===== src/rtl/protocol_pkg.sv =====
// Shared definitions for the protocol receiver: word type codes, register map,
// STATUS bit positions, deframer states and the running checksum helper.
package protocol_pkg;

  localparam int PAYLOAD_W = 24;
  localparam int FCNT_W    = 16;

  localparam logic [1:0] TYPE_RSV = 2'b00;
  localparam logic [1:0] TYPE_HDR = 2'b01;
  localparam logic [1:0] TYPE_DAT = 2'b10;
  localparam logic [1:0] TYPE_TRL = 2'b11;

  localparam logic [1:0] ADDR_DATA   = 2'd0;
  localparam logic [1:0] ADDR_STATUS = 2'd1;
  localparam logic [1:0] ADDR_CTRL   = 2'd2;

  localparam int ST_EMPTY = 0;
  localparam int ST_FULL  = 1;
  localparam int ST_OVF   = 2;
  localparam int ST_CKSUM = 3;
  localparam int ST_FRAME = 4;
  localparam int ST_BUSY  = 5;

  typedef enum logic [1:0] {
    IDLE = 2'd0,
    DATA = 2'd1,
    CHK  = 2'd2
  } rx_state_e;

  // Frame checksum is the payload sum modulo 2^24
  function automatic logic [PAYLOAD_W-1:0] csum_add(input logic [PAYLOAD_W-1:0] a,
                                                    input logic [PAYLOAD_W-1:0] b);
    return a + b;
  endfunction

endpackage


===== src/rtl/protocol_rx_fifo.sv =====
// Synchronous FIFO for received payload words; DEPTH must be a power of two.
// A push into a full FIFO succeeds only when a pop happens in the same cycle.
module protocol_rx_fifo #(
  parameter int DEPTH = 16,
  parameter int W     = 24,
  parameter int LVL_W = $clog2(DEPTH) + 1
) (
  input  logic             clock,
  input  logic             reset,
  input  logic             clear,
  input  logic             push,
  input  logic             pop,
  input  logic [W-1:0]     din,
  output logic [W-1:0]     head,
  output logic [LVL_W-1:0] level,
  output logic             full,
  output logic             empty
);
  localparam int AW = $clog2(DEPTH);

  logic [W-1:0]     mem_r [DEPTH];
  logic [AW-1:0]    wptr_r;
  logic [AW-1:0]    rptr_r;
  logic [LVL_W-1:0] cnt_r;
  logic             do_push_s;
  logic             do_pop_s;

  assign full      = (cnt_r == LVL_W'(DEPTH));
  assign empty     = (cnt_r == {LVL_W{1'b0}});
  assign level     = cnt_r;
  assign head      = mem_r[rptr_r];
  assign do_pop_s  = pop & ~empty;
  assign do_push_s = push & (~full | do_pop_s);

  // Storage array write port
  always_ff @(posedge clock) begin
    if (do_push_s && !clear) begin
      mem_r[wptr_r] <= din;
    end
  end

  // Pointer and occupancy tracking
  always_ff @(posedge clock or posedge reset) begin
    if (reset) begin
      wptr_r <= {AW{1'b0}};
      rptr_r <= {AW{1'b0}};
      cnt_r  <= {LVL_W{1'b0}};
    end else if (clear) begin
      wptr_r <= {AW{1'b0}};
      rptr_r <= {AW{1'b0}};
      cnt_r  <= {LVL_W{1'b0}};
    end else begin
      if (do_push_s) wptr_r <= wptr_r + AW'(1);
      if (do_pop_s)  rptr_r <= rptr_r + AW'(1);
      case ({do_push_s, do_pop_s})
        2'b10:   cnt_r <= cnt_r + LVL_W'(1);
        2'b01:   cnt_r <= cnt_r - LVL_W'(1);
        default: cnt_r <= cnt_r;
      endcase
    end
  end

endmodule


===== src/rtl/protocol_receiver_interface.sv =====
// Avalon-MM receive peripheral: deframes toggle-strobed protocol words, checks the
// frame checksum and queues payload for the CPU. Optional irq under PROTO_RX_IRQ_EN.
module protocol_receiver_interface
  import protocol_pkg::*;
#(
  parameter int DEPTH = 16,
  parameter int LVL_W = $clog2(DEPTH) + 1
) (
  input  logic        clock,
  input  logic        reset,
  input  logic [1:0]  address,
  input  logic        write,
  input  logic [31:0] writedata,
  input  logic        read,
  output logic [31:0] readdata,
  input  logic [31:0] data_import,
  output logic [31:0] data_export
`ifdef PROTO_RX_IRQ_EN
  ,
  output logic        irq
`endif
);

  rx_state_e             state_r;
  logic                  tog_r, new_r, enable_r;
  logic [31:0]           word_r, status_s, ctrl_rd_s, data_export_r;
  logic [7:0]            cnt_r;
  logic [PAYLOAD_W-1:0]  sum_r, payload_s, head_s;
  logic                  ovf_r, ck_r, fr_r;
  logic [FCNT_W-1:0]     frame_count_r;
  logic [LVL_W-1:0]      level_s;
  logic [1:0]            typ_s;
  logic                  act_s, pop_s, flush_s, sts_clr_s, full_s, empty_s;
  logic                  push_s, fr_set_s, ck_set_s, fc_inc_s, ovf_set_s;
  logic                  unused_s;

  assign typ_s     = word_r[30:29];
  assign payload_s = word_r[PAYLOAD_W-1:0];
  assign act_s     = new_r & enable_r;
  assign pop_s     = read & (address == ADDR_DATA) & ~empty_s;
  assign flush_s   = write & (address == ADDR_CTRL) & writedata[1];
  assign sts_clr_s = write & (address == ADDR_STATUS);
  assign ovf_set_s = push_s & full_s & ~pop_s;
  assign unused_s  = ^{writedata[31:5], word_r[28:24]};

  protocol_rx_fifo #(.DEPTH(DEPTH), .W(PAYLOAD_W), .LVL_W(LVL_W)) u_fifo (
    .clock (clock),
    .reset (reset),
    .clear (flush_s),
    .push  (push_s),
    .pop   (pop_s),
    .din   (payload_s),
    .head  (head_s),
    .level (level_s),
    .full  (full_s),
    .empty (empty_s)
  );

  // Word capture: the toggle register follows bit 31 every cycle, even when disabled
  always_ff @(posedge clock or posedge reset) begin
    if (reset) begin
      tog_r  <= 1'b0;
      new_r  <= 1'b0;
      word_r <= 32'h0;
    end else begin
      tog_r  <= data_import[31];
      new_r  <= data_import[31] ^ tog_r;
      word_r <= data_import;
    end
  end

  // Per-word event decode for the word captured last cycle
  always_comb begin
    push_s   = 1'b0;
    fr_set_s = 1'b0;
    ck_set_s = 1'b0;
    fc_inc_s = 1'b0;
    if (act_s) begin
      case (state_r)
        IDLE: fr_set_s = (typ_s == TYPE_DAT) || (typ_s == TYPE_TRL);
        DATA: begin
          push_s   = (typ_s == TYPE_DAT);
          fr_set_s = (typ_s == TYPE_HDR) || (typ_s == TYPE_TRL);
        end
        CHK: begin
          fr_set_s = (typ_s == TYPE_HDR) || (typ_s == TYPE_DAT);
          fc_inc_s = (typ_s == TYPE_TRL) && (payload_s == sum_r);
          ck_set_s = (typ_s == TYPE_TRL) && (payload_s != sum_r);
        end
        default: push_s = 1'b0;
      endcase
    end else begin
      push_s = 1'b0;
    end
  end

  // Deframer FSM; a fresh header restarts the frame from IDLE or mid-DATA
  always_ff @(posedge clock or posedge reset) begin
    if (reset) begin
      state_r <= IDLE;
      cnt_r   <= 8'd0;
      sum_r   <= {PAYLOAD_W{1'b0}};
    end else if (flush_s) begin
      state_r <= IDLE;
      cnt_r   <= 8'd0;
      sum_r   <= {PAYLOAD_W{1'b0}};
    end else if (act_s) begin
      case (state_r)
        IDLE, DATA: begin
          if (typ_s == TYPE_HDR) begin
            state_r <= (word_r[7:0] == 8'd0) ? CHK : DATA;
            cnt_r   <= word_r[7:0];
            sum_r   <= {PAYLOAD_W{1'b0}};
          end else if ((typ_s == TYPE_DAT) && (state_r == DATA)) begin
            sum_r <= csum_add(sum_r, payload_s);
            cnt_r <= cnt_r - 8'd1;
            if (cnt_r == 8'd1) state_r <= CHK;
          end else if (typ_s == TYPE_TRL) begin
            state_r <= IDLE;
          end
        end
        CHK: if (typ_s != TYPE_RSV) state_r <= IDLE;
        default: state_r <= IDLE;
      endcase
    end
  end

  // Sticky flags (set beats write-1-to-clear), frame counter, control, export mirror
  always_ff @(posedge clock or posedge reset) begin
    if (reset) begin
      ovf_r         <= 1'b0;
      ck_r          <= 1'b0;
      fr_r          <= 1'b0;
      frame_count_r <= {FCNT_W{1'b0}};
      enable_r      <= 1'b0;
      data_export_r <= 32'h0;
    end else begin
      ovf_r         <= ovf_set_s | (ovf_r & ~(sts_clr_s & writedata[ST_OVF]));
      ck_r          <= ck_set_s  | (ck_r  & ~(sts_clr_s & writedata[ST_CKSUM]));
      fr_r          <= fr_set_s  | (fr_r  & ~(sts_clr_s & writedata[ST_FRAME]));
      frame_count_r <= frame_count_r + (fc_inc_s ? FCNT_W'(1) : FCNT_W'(0));
      if (write && (address == ADDR_CTRL)) enable_r <= writedata[0];
      data_export_r <= status_s;
    end
  end

  // STATUS image assembled from live state
  always_comb begin
    status_s           = 32'h0;
    status_s[ST_EMPTY] = empty_s;
    status_s[ST_FULL]  = full_s;
    status_s[ST_OVF]   = ovf_r;
    status_s[ST_CKSUM] = ck_r;
    status_s[ST_FRAME] = fr_r;
    status_s[ST_BUSY]  = (state_r != IDLE);
    status_s[15:8]     = 8'(level_s);
    status_s[31:16]    = frame_count_r;
  end

`ifdef PROTO_RX_IRQ_EN
  logic [1:0] ie_r;
  logic       irq_r;

  // Interrupt enables and registered interrupt line
  always_ff @(posedge clock or posedge reset) begin
    if (reset) begin
      ie_r  <= 2'b00;
      irq_r <= 1'b0;
    end else begin
      if (write && (address == ADDR_CTRL)) ie_r <= writedata[3:2];
      irq_r <= (~empty_s & ie_r[0]) | ((ovf_r | ck_r | fr_r) & ie_r[1]);
    end
  end

  assign irq       = irq_r;
  assign ctrl_rd_s = {28'h0, ie_r, 1'b0, enable_r};
`else
  assign ctrl_rd_s = {31'h0, enable_r};
`endif

  // Zero-latency read mux; an empty DATA read returns zero
  always_comb begin
    readdata = 32'h0;
    if (read) begin
      case (address)
        ADDR_DATA:   readdata = empty_s ? 32'h0 : {8'h00, head_s};
        ADDR_STATUS: readdata = status_s;
        ADDR_CTRL:   readdata = ctrl_rd_s;
        default:     readdata = 32'h0;
      endcase
    end else begin
      readdata = 32'h0;
    end
  end

  assign data_export = data_export_r;

endmodule


===== config.mk =====
export PLATFORM = sky130hd
export DESIGN_NAME = protocol_receiver_interface
export DESIGN_NICKNAME = d
export VERILOG_FILES = /design/src/rtl/protocol_pkg.sv /design/src/rtl/protocol_rx_fifo.sv /design/src/rtl/protocol_receiver_interface.sv
export SDC_FILE = /design/constraint.sdc
export NUM_CORES = 1
export LEC_CHECK = 0
export BUFFER_PORTS_ARGS = -buffer_cell sky130_fd_sc_hd__buf_2
export CORE_UTILIZATION = 60
export DETAILED_ROUTE_END_ITERATION = 10
export PLACE_DENSITY = 0.9
export SLEW_MARGIN = 20
export SYNTH_ARGS = -nofsm -noshare
export SYNTH_HDL_FRONTEND = slang
export SYNTH_SLANG_ARGS = --single-unit

===== constraint.sdc =====
create_clock -name clock -period 6.85 [get_ports clock]
set_input_delay 0.685 -clock clock [delete_from_list [all_inputs] [get_ports clock]]
set_output_delay 0.685 -clock clock [all_outputs]
set_load 0.03 [all_outputs]

==> results_dict.tcl, run 1 <==
set metrics [dict create \
    status "complete, no violations" \
    grt_usage_pct 29.5 \
    rrSetupSlack_ps 3100 \
    first_pass_iters 6 \
    leakagePower_nw 8.59 \
    clk_latency_ps 590 \
    num_antenna_cells 0 \
    grt-ovfl-total 0 \
    reg2reg_depth 9 \
    drtIter0Drc 1587 \
    slew_viol_final 0 \
    syn_to_final_growth_pct 13.3 \
    dieArea_mm2 0.0354 \
    report.power.total_w 0.00848 \
    synth.distinct_cells 61 \
    critPathSlowestCell "dfrtp_4" \
    synth.largest_area_cell "edfxtp_1" \
    rsz0062_at_grt "false" \
    crit_chain "buf_12 -> mux4_2 -> mux4_2 -> a22oi_1 -> nor2_1 -> buf_2" \
    path_max_fanout 59 \
    row_count 67 \
    die_h_um 188 \
    post-route-period-util_pct 63.0 \
    ant_nets 0 \
    grt_pass1_vias 12100 \
    worstHoldPathType "in -> async" \
    clock_path_buffers 3 \
    numCtsBuffers 48 \
    ys_top_cells_by_area "edfxtp_1 56%, dfrtp_1 15%, mux4_2 13%, ha_1 2.3%, nand2_1 1.2%" \
    grt_max_degree 71 \
    syn_inst 1184 \
    peakVddDrop_uv 292 \
    r2r_start "word_r[6]$_DFF_PP0_" \
    clk_pin_slew_ps 60 \
    post-cts-setup-buffer-count 0 \
    postLayoutCoreUtil_pct 69.6 \
    crit_top_cell "mux4_2" \
    crit_path_end_kind "output pin" \
    drc 0 \
    grt_pass1_wl_um 75300 \
    ys_warn_count 0 \
    cts_num_sinks 506 \
    synth_ff_type "edfxtp_1" \
    synth_area_per_cell_um2 17.5 \
    cp.arrival_ps 3630 \
    dp_hpwl_um 29300 \
    htree_levels 2 \
    min_period_ps 4320 \
    mostFrequentLayoutCell "edfxtp_1" \
    worst_pin_slew_ps 996 \
    drt-total-wl_um 50500 \
    max_freq_ghz 0.232 \
    layoutNonFillerInstCount 1792 \
    synth_edf_count 384 \
    io_pins 134 \
    max_slew_margin_pct 33.6 \
    cts_resized 0 \
    cp.required_ps 6160 \
    cts_tree "built" \
    final_cell_mix "384 x edfxtp_1, 120 x mux4_2, 119 x dfrtp_1, 96 x buf_2, 65 x nand2_1" \
    setup_viol 0 \
    antenna_found_initial 0 \
    p_per_area_mw_per_mm2 361 \
    fin_tns_setup_ps 0 \
    final_hold_viol_count 0 \
    start_util_pct 61.5 \
    cts_hold_buf 0 \
    yosys.area.top_type_share_pct 55.5 \
    portBuffers 96 \
    cap_violations 0 \
    synth_seq_cells 506 \
    criticalPathCategory "reg -> out" \
    gp_congestion 0.866 \
    yosysSeqAreaShare_pct 70.2 \
    nNetsFinal 1415 \
    dp_cells 1702 \
    crit_path_max_incr_delay_ps 950 \
    vias 11800 \
    cp-start-kind "flop" \
    worst_slack_ps 2530 \
    dieWidth_um 188 \
    core_area_mm2 0.0338 \
    drive_above_1_share_pct 25.9 \
    async_reset_ff_share_pct 24.1 \
    netlist_area_mm2 0.0208 \
    pre_cts_slack_ps 3100 \
    timing.rr.end "frame_count_r[14]$_DFF_PP0_" \
    cts_root_buf "clkbuf_16" \
    viasPerCell 6.58 \
    wire_per_inst_um 28.2 \
    worst_clock_skew_ps 17.5 \
]
-- worst max-delay path by stage --
stage | from | to | slack, ps | depth (start not counted)
floorplan | address[1] | u_fifo.mem_r[0][0]$_DFFE_PP_ | 2400 | 6
global placement | u_fifo.rptr_r[0]$_DFFE_PP0P_ | readdata[16] | 3090 | 6
detailed placement | u_fifo.rptr_r[0]$_DFFE_PP0P_ | readdata[16] | 3100 | 6
CTS | u_fifo.rptr_r[0]$_DFFE_PP0P_ | readdata[16] | 2410 | 6
global route | u_fifo.rptr_r[0]$_DFFE_PP0P_ | readdata[16] | 2300 | 6
finish | u_fifo.rptr_r[0]$_DFFE_PP0P_ | readdata[16] | 2530 | 6
-- sequential cells by signal, indices dropped and copies added (netlist names) --
signal and cells:
ck_r 1, cnt_r 8, data_export 27, enable_r 1
fr_r 1, frame_count_r 16, new_r 1, ovf_r 1
state_r 2, sum_r 24, tog_r 1, u_fifo.level 5
u_fifo.mem_r 384, u_fifo.rptr_r 4, u_fifo.wptr_r 4, word_r 26
-- layout make-up --
cell class | instances | area [µm²]
Tap cell | 448 | 561
Sequential cell | 506 | 14600
Clock inverter | 21 | 241
Inverter | 31 | 121
Clock buffer | 69 | 1460
Fill cell | 1999 | 10300
Timing Repair Buffer | 127 | 726
Multi-Input combinational cell | 590 | 5820
-- critical path, delay by kind of cell, from the launching register on --
| kind | cells | cell delay, ps |
|---|---|---|
| multiplexers | 2 | 1170 |
| flip-flops | 1 | 950 |
| buffers and inverters | 2 | 630 |
| AO/OA/AOI/OAI | 1 | 160 |
| AND/OR/NAND/NOR | 1 | 50 |
-- power breakdown --
part,switching (W),internal (W)
Sequential,0.000352,0.00345
Combinational,0.000935,0.000948
Clock,0.00115,0.00164
Total,0.00244,0.00604
-- metrics by stage --
stage / cell area (µm²) / hold slack [ps]
3_5_place_dp: 21800 / 411
5_1_grt: 23500 / 192
4_1_cts: 23500 / 160
3_3_place_gp: 21800 / 401
6_report: 23500 / 162
2_1_floorplan: 20800 / 368
-- synthesized netlist by cell type, types with 9 or more instances --
master / instances
nand2_1: 65
mux4_2: 120
clkbuf_1: 28
edfxtp_1: 384
nor3_1: 10
xor2_1: 21
buf_2: 20
nand3_1: 17
and2_1: 24
a22o_1: 17
xnor2_1: 25
nor2_1: 44
ha_1: 39
a21o_1: 9
nor4_1: 14
nand4_1: 10
inv_1: 31
o21ai_0: 45
dfrtp_1: 122
a21oi_1: 48
-- metal layers --
layer	track usage, %	up-vias	routed length, µm
met3	5.18	151	4480
li1	-	4889	-
met5	0	-	0
met1	36.3	5959	17400
met2	50.9	787	26300
met4	13.7	0	2330
-- logic make-up after synthesis --
family                   after synthesis  share of synthesized area, %
adder cells (fa/ha/maj)               41                          2.54
AO/OA/AOI/OAI                        164                          5.04
multiplexers                         124                          13.2
buffers and inverters                 92                          2.03
XOR/XNOR                              46                          1.94
other                                  1                        0.0181
AND/OR/NAND/NOR                      210                          5.02
flip-flops                           506                          70.2
(Power assumes the default switching activity.)
==> run 2: changes to the inputs <==
ABC_AREA = 1   (was not set)
CORE_UTILIZATION = 55   (was 60)
PLACE_DENSITY = 0.87   (was 0.9)
clock period = 3.79 ns   (was 6.85 ns; I/O delays follow)
==> results_dict.tcl, run 2 <==
set metrics [dict create \
    htree_levels 2 \
    path_max_fanout 124 \
    dieArea_mm2 0.0409 \
    dp_hpwl_um 35000 \
    post-cts-setup-buffer-count 0 \
    layoutNonFillerInstCount 2768 \
    grt_usage_pct 29.3 \
    cap_violations 0 \
    cts_num_sinks 506 \
    drc 0 \
    synth_seq_cells 506 \
    clk_pin_slew_ps 60 \
    syn_to_final_growth_pct 14.0 \
    viasPerCell 5.96 \
    synth_ff_type "edfxtp_1" \
    cts_root_buf "clkbuf_16" \
    worst_clock_skew_ps 15.0 \
    yosysSeqAreaShare_pct 66.1 \
    first_pass_iters 9 \
    syn_inst 2071 \
    synth.largest_area_cell "edfxtp_1" \
    pre_cts_slack_ps 534 \
    peakVddDrop_uv 456 \
    regMostFlops "u_fifo.mem_r" \
    worstHoldPathType "in -> async" \
    slew_viol_final 0 \
    max_freq_ghz 0.276 \
    numCtsBuffers 49 \
    synth_area_per_cell_um2 10.6 \
    cp-start-kind "flop" \
    nNetsFinal 2324 \
    criticalPathCategory "reg -> out" \
    wire_per_inst_um 21.4 \
    netlist_area_mm2 0.0221 \
    yosysMostFrequentCell "nand2_1" \
    postPlaceCellArea_mm2 0.0233 \
    setup_viol 0 \
    leakagePower_nw 10.2 \
    clk_latency_ps 590 \
    start_util_pct 56.4 \
    final_cell_area_mm2 0.0251 \
    timing.hold.ws_ps -75.2 \
    cts_tree "built" \
    ys_warn_count 0 \
    p_per_area_mw_per_mm2 664 \
    max_slew_margin_pct 49.2 \
    ant_nets 0 \
    grt_pass1_wl_um 90700 \
    cts_resized 0 \
    grt_max_degree 125 \
    synth_commonest_cells "394 x nand2_1, 384 x edfxtp_1, 317 x nor2_1, 187 x o21ai_0, 144 x inv_1" \
    synth_edf_count 384 \
    worst_slack_ps 171 \
    worst_pin_slew_ps 760 \
    crit_path_end_kind "output pin" \
    cp.required_ps 3410 \
    status "finished with violations" \
    nFillCells 2789 \
    dieWidth_um 202 \
    drtIter0Drc 2253 \
    vias 16500 \
    final_cell_mix "394 x nand2_1, 384 x edfxtp_1, 305 x nor2_1, 187 x o21ai_0, 143 x inv_1" \
    post-route-period-util_pct 95.5 \
    min_period_ps 3620 \
    async_reset_ff_share_pct 24.1 \
    grt_pass1_vias 16400 \
    seqPwrFrac_pct 39.3 \
    ys_top_cells_by_area "edfxtp_1 52%, dfrtp_1 14%, nand2_1 6.7%, nor2_1 5.4%, o21ai_0 4.2%" \
    cp.arrival_ps 3240 \
    sw_frac_of_total_pct 35.9 \
    p_int_w 0.0107 \
    multi_input_area_mm2 0.00650 \
    io_pins 134 \
    fin_tns_setup_ps 0 \
    num_antenna_cells 0 \
    yosys.area.top_type_share_pct 52.3 \
    mostFrequentLayoutCell "nand2_1" \
    netSwitchingPower_w 0.00599 \
    portBuffers 96 \
    gp_congestion 0.901 \
    rsz0062_at_grt "false" \
    grt-ovfl-total 0 \
    pwr-share-comb_pct 31.6 \
    core_area_mm2 0.0391 \
    antenna_found_initial 0 \
    drt-total-wl_um 59300 \
    clock_path_buffers 3 \
    final_hold_viol_count 107 \
    die_h_um 202 \
    drive_above_1_share_pct 12.0 \
    clkPwrFrac_pct 29.1 \
    violations "hold timing" \
    row_count 72 \
    area.sequential_mm2 0.0146 \
    largest_reg_flops 384 \
    synth.distinct_cells 44 \
    dp_cells 2654 \
]
## run 2: changes by cell type in the layout (fill, tap and decap cells not counted), sizes merged, moves of 26 or more
cell | before | now
nand2 | 66 | 399
dlygate4sd3 | 0 | 26
inv | 34 | 155
mux4 | 120 | 0
buf | 127 | 155
o21ai | 47 | 223
nor2 | 44 | 322
o211ai | 4 | 59
nand3 | 17 | 142
## run 2: what timing repair did
action                                  in CTS  in global routing
endpoints found under the setup margin       0                  0
hold buffers                                26                  0
endpoints found under the hold margin       27                  0
## run 2: power by group through the flow
| stage | sequential [W] | combinational, W | clock (W) |
|---|---|---|---|
| after floorplan | 0.00660 | 0.00379 | 0 |
| after detailed placement | 0.00665 | 0.00511 | 0 |
| after global routing | 0.00658 | 0.00585 | 0.00508 |
| after CTS | 0.00655 | 0.00521 | 0.00488 |
| after global placement | 0.00663 | 0.00491 | 0 |
| final | 0.00656 | 0.00528 | 0.00486 |
## run 2: area by class of cell
class / count / share of cell area (%)
Multi-Input combinational cell: 1323 / 25.8
Tap cell: 518 / 2.58
Clock inverter: 20 / 0.826
Inverter: 152 / 2.33
Timing Repair Buffer: 181 / 4.96
Clock buffer: 68 / 5.45
Sequential cell: 506 / 58.0
## run 2: stage by stage
stage	utilization (%)	power, W	hold slack [ps]
floorplan	-	0.0104	354
global placement	59.6	0.0115	360
detailed placement	59.6	0.0118	370
CTS	64.3	0.0166	6.70
global route	64.3	0.0175	7.99
finish	64.3	0.0167	-75.2
## run 2: final timing paths
kind                                               from                           to  slack, ps  cells after the start
hold reg to reg             frame_count_r[15]$_DFF_PP0_    data_export[31]$_DFF_PP0_        400                      0
min in group clock                       data_import[6]          word_r[6]$_DFF_PP0_         20                      1
setup / recovery           u_fifo.rptr_r[0]$_DFFE_PP0P_                 readdata[20]        170                     10
max in group asynchronous                         reset    data_export[12]$_DFF_PP0_       3100                      3
hold / removal                                    reset    data_export[26]$_DFF_PP0_        -80                      2
setup reg to reg                   word_r[17]$_DFF_PP0_  frame_count_r[15]$_DFF_PP0_        470                     15
## run 2: cell families (layout without fill, tap and decap cells)
logic type	after synthesis	in the layout	synth area share, %
AOI/OAI and AO/OA	353	353	8.92
DFF	506	506	66.1
adders and majority gates	41	41	2.39
other	1	5	0.0170
buffers and inverters	246	421	4.70
muxes	1	1	0.0511
and+or+nand+nor	900	900	16.9
xor gates and xnor gates	23	23	0.913
## run 2: per-layer routing
layer / part of all wire, % / wire length [µm] / global-route usage (%)
met1: 37 / 21800 / 37.4
met3: 11 / 6430 / 5.74
met4: 4.8 / 2830 / 14.6
met2: 48 / 28300 / 48.1
met5: 0 / 0 / 0
## run 2: critical path, cell delays in order (launching register included)
cell and delay [ps]:
dfrtp_4 860, buf_12 490, nor2_1 130, nor2_1 130, o21ai_0 110, o211ai_1 120
nand3_1 130, nand2_1 150, nand2_1 140, nand2_1 100, buf_2 190
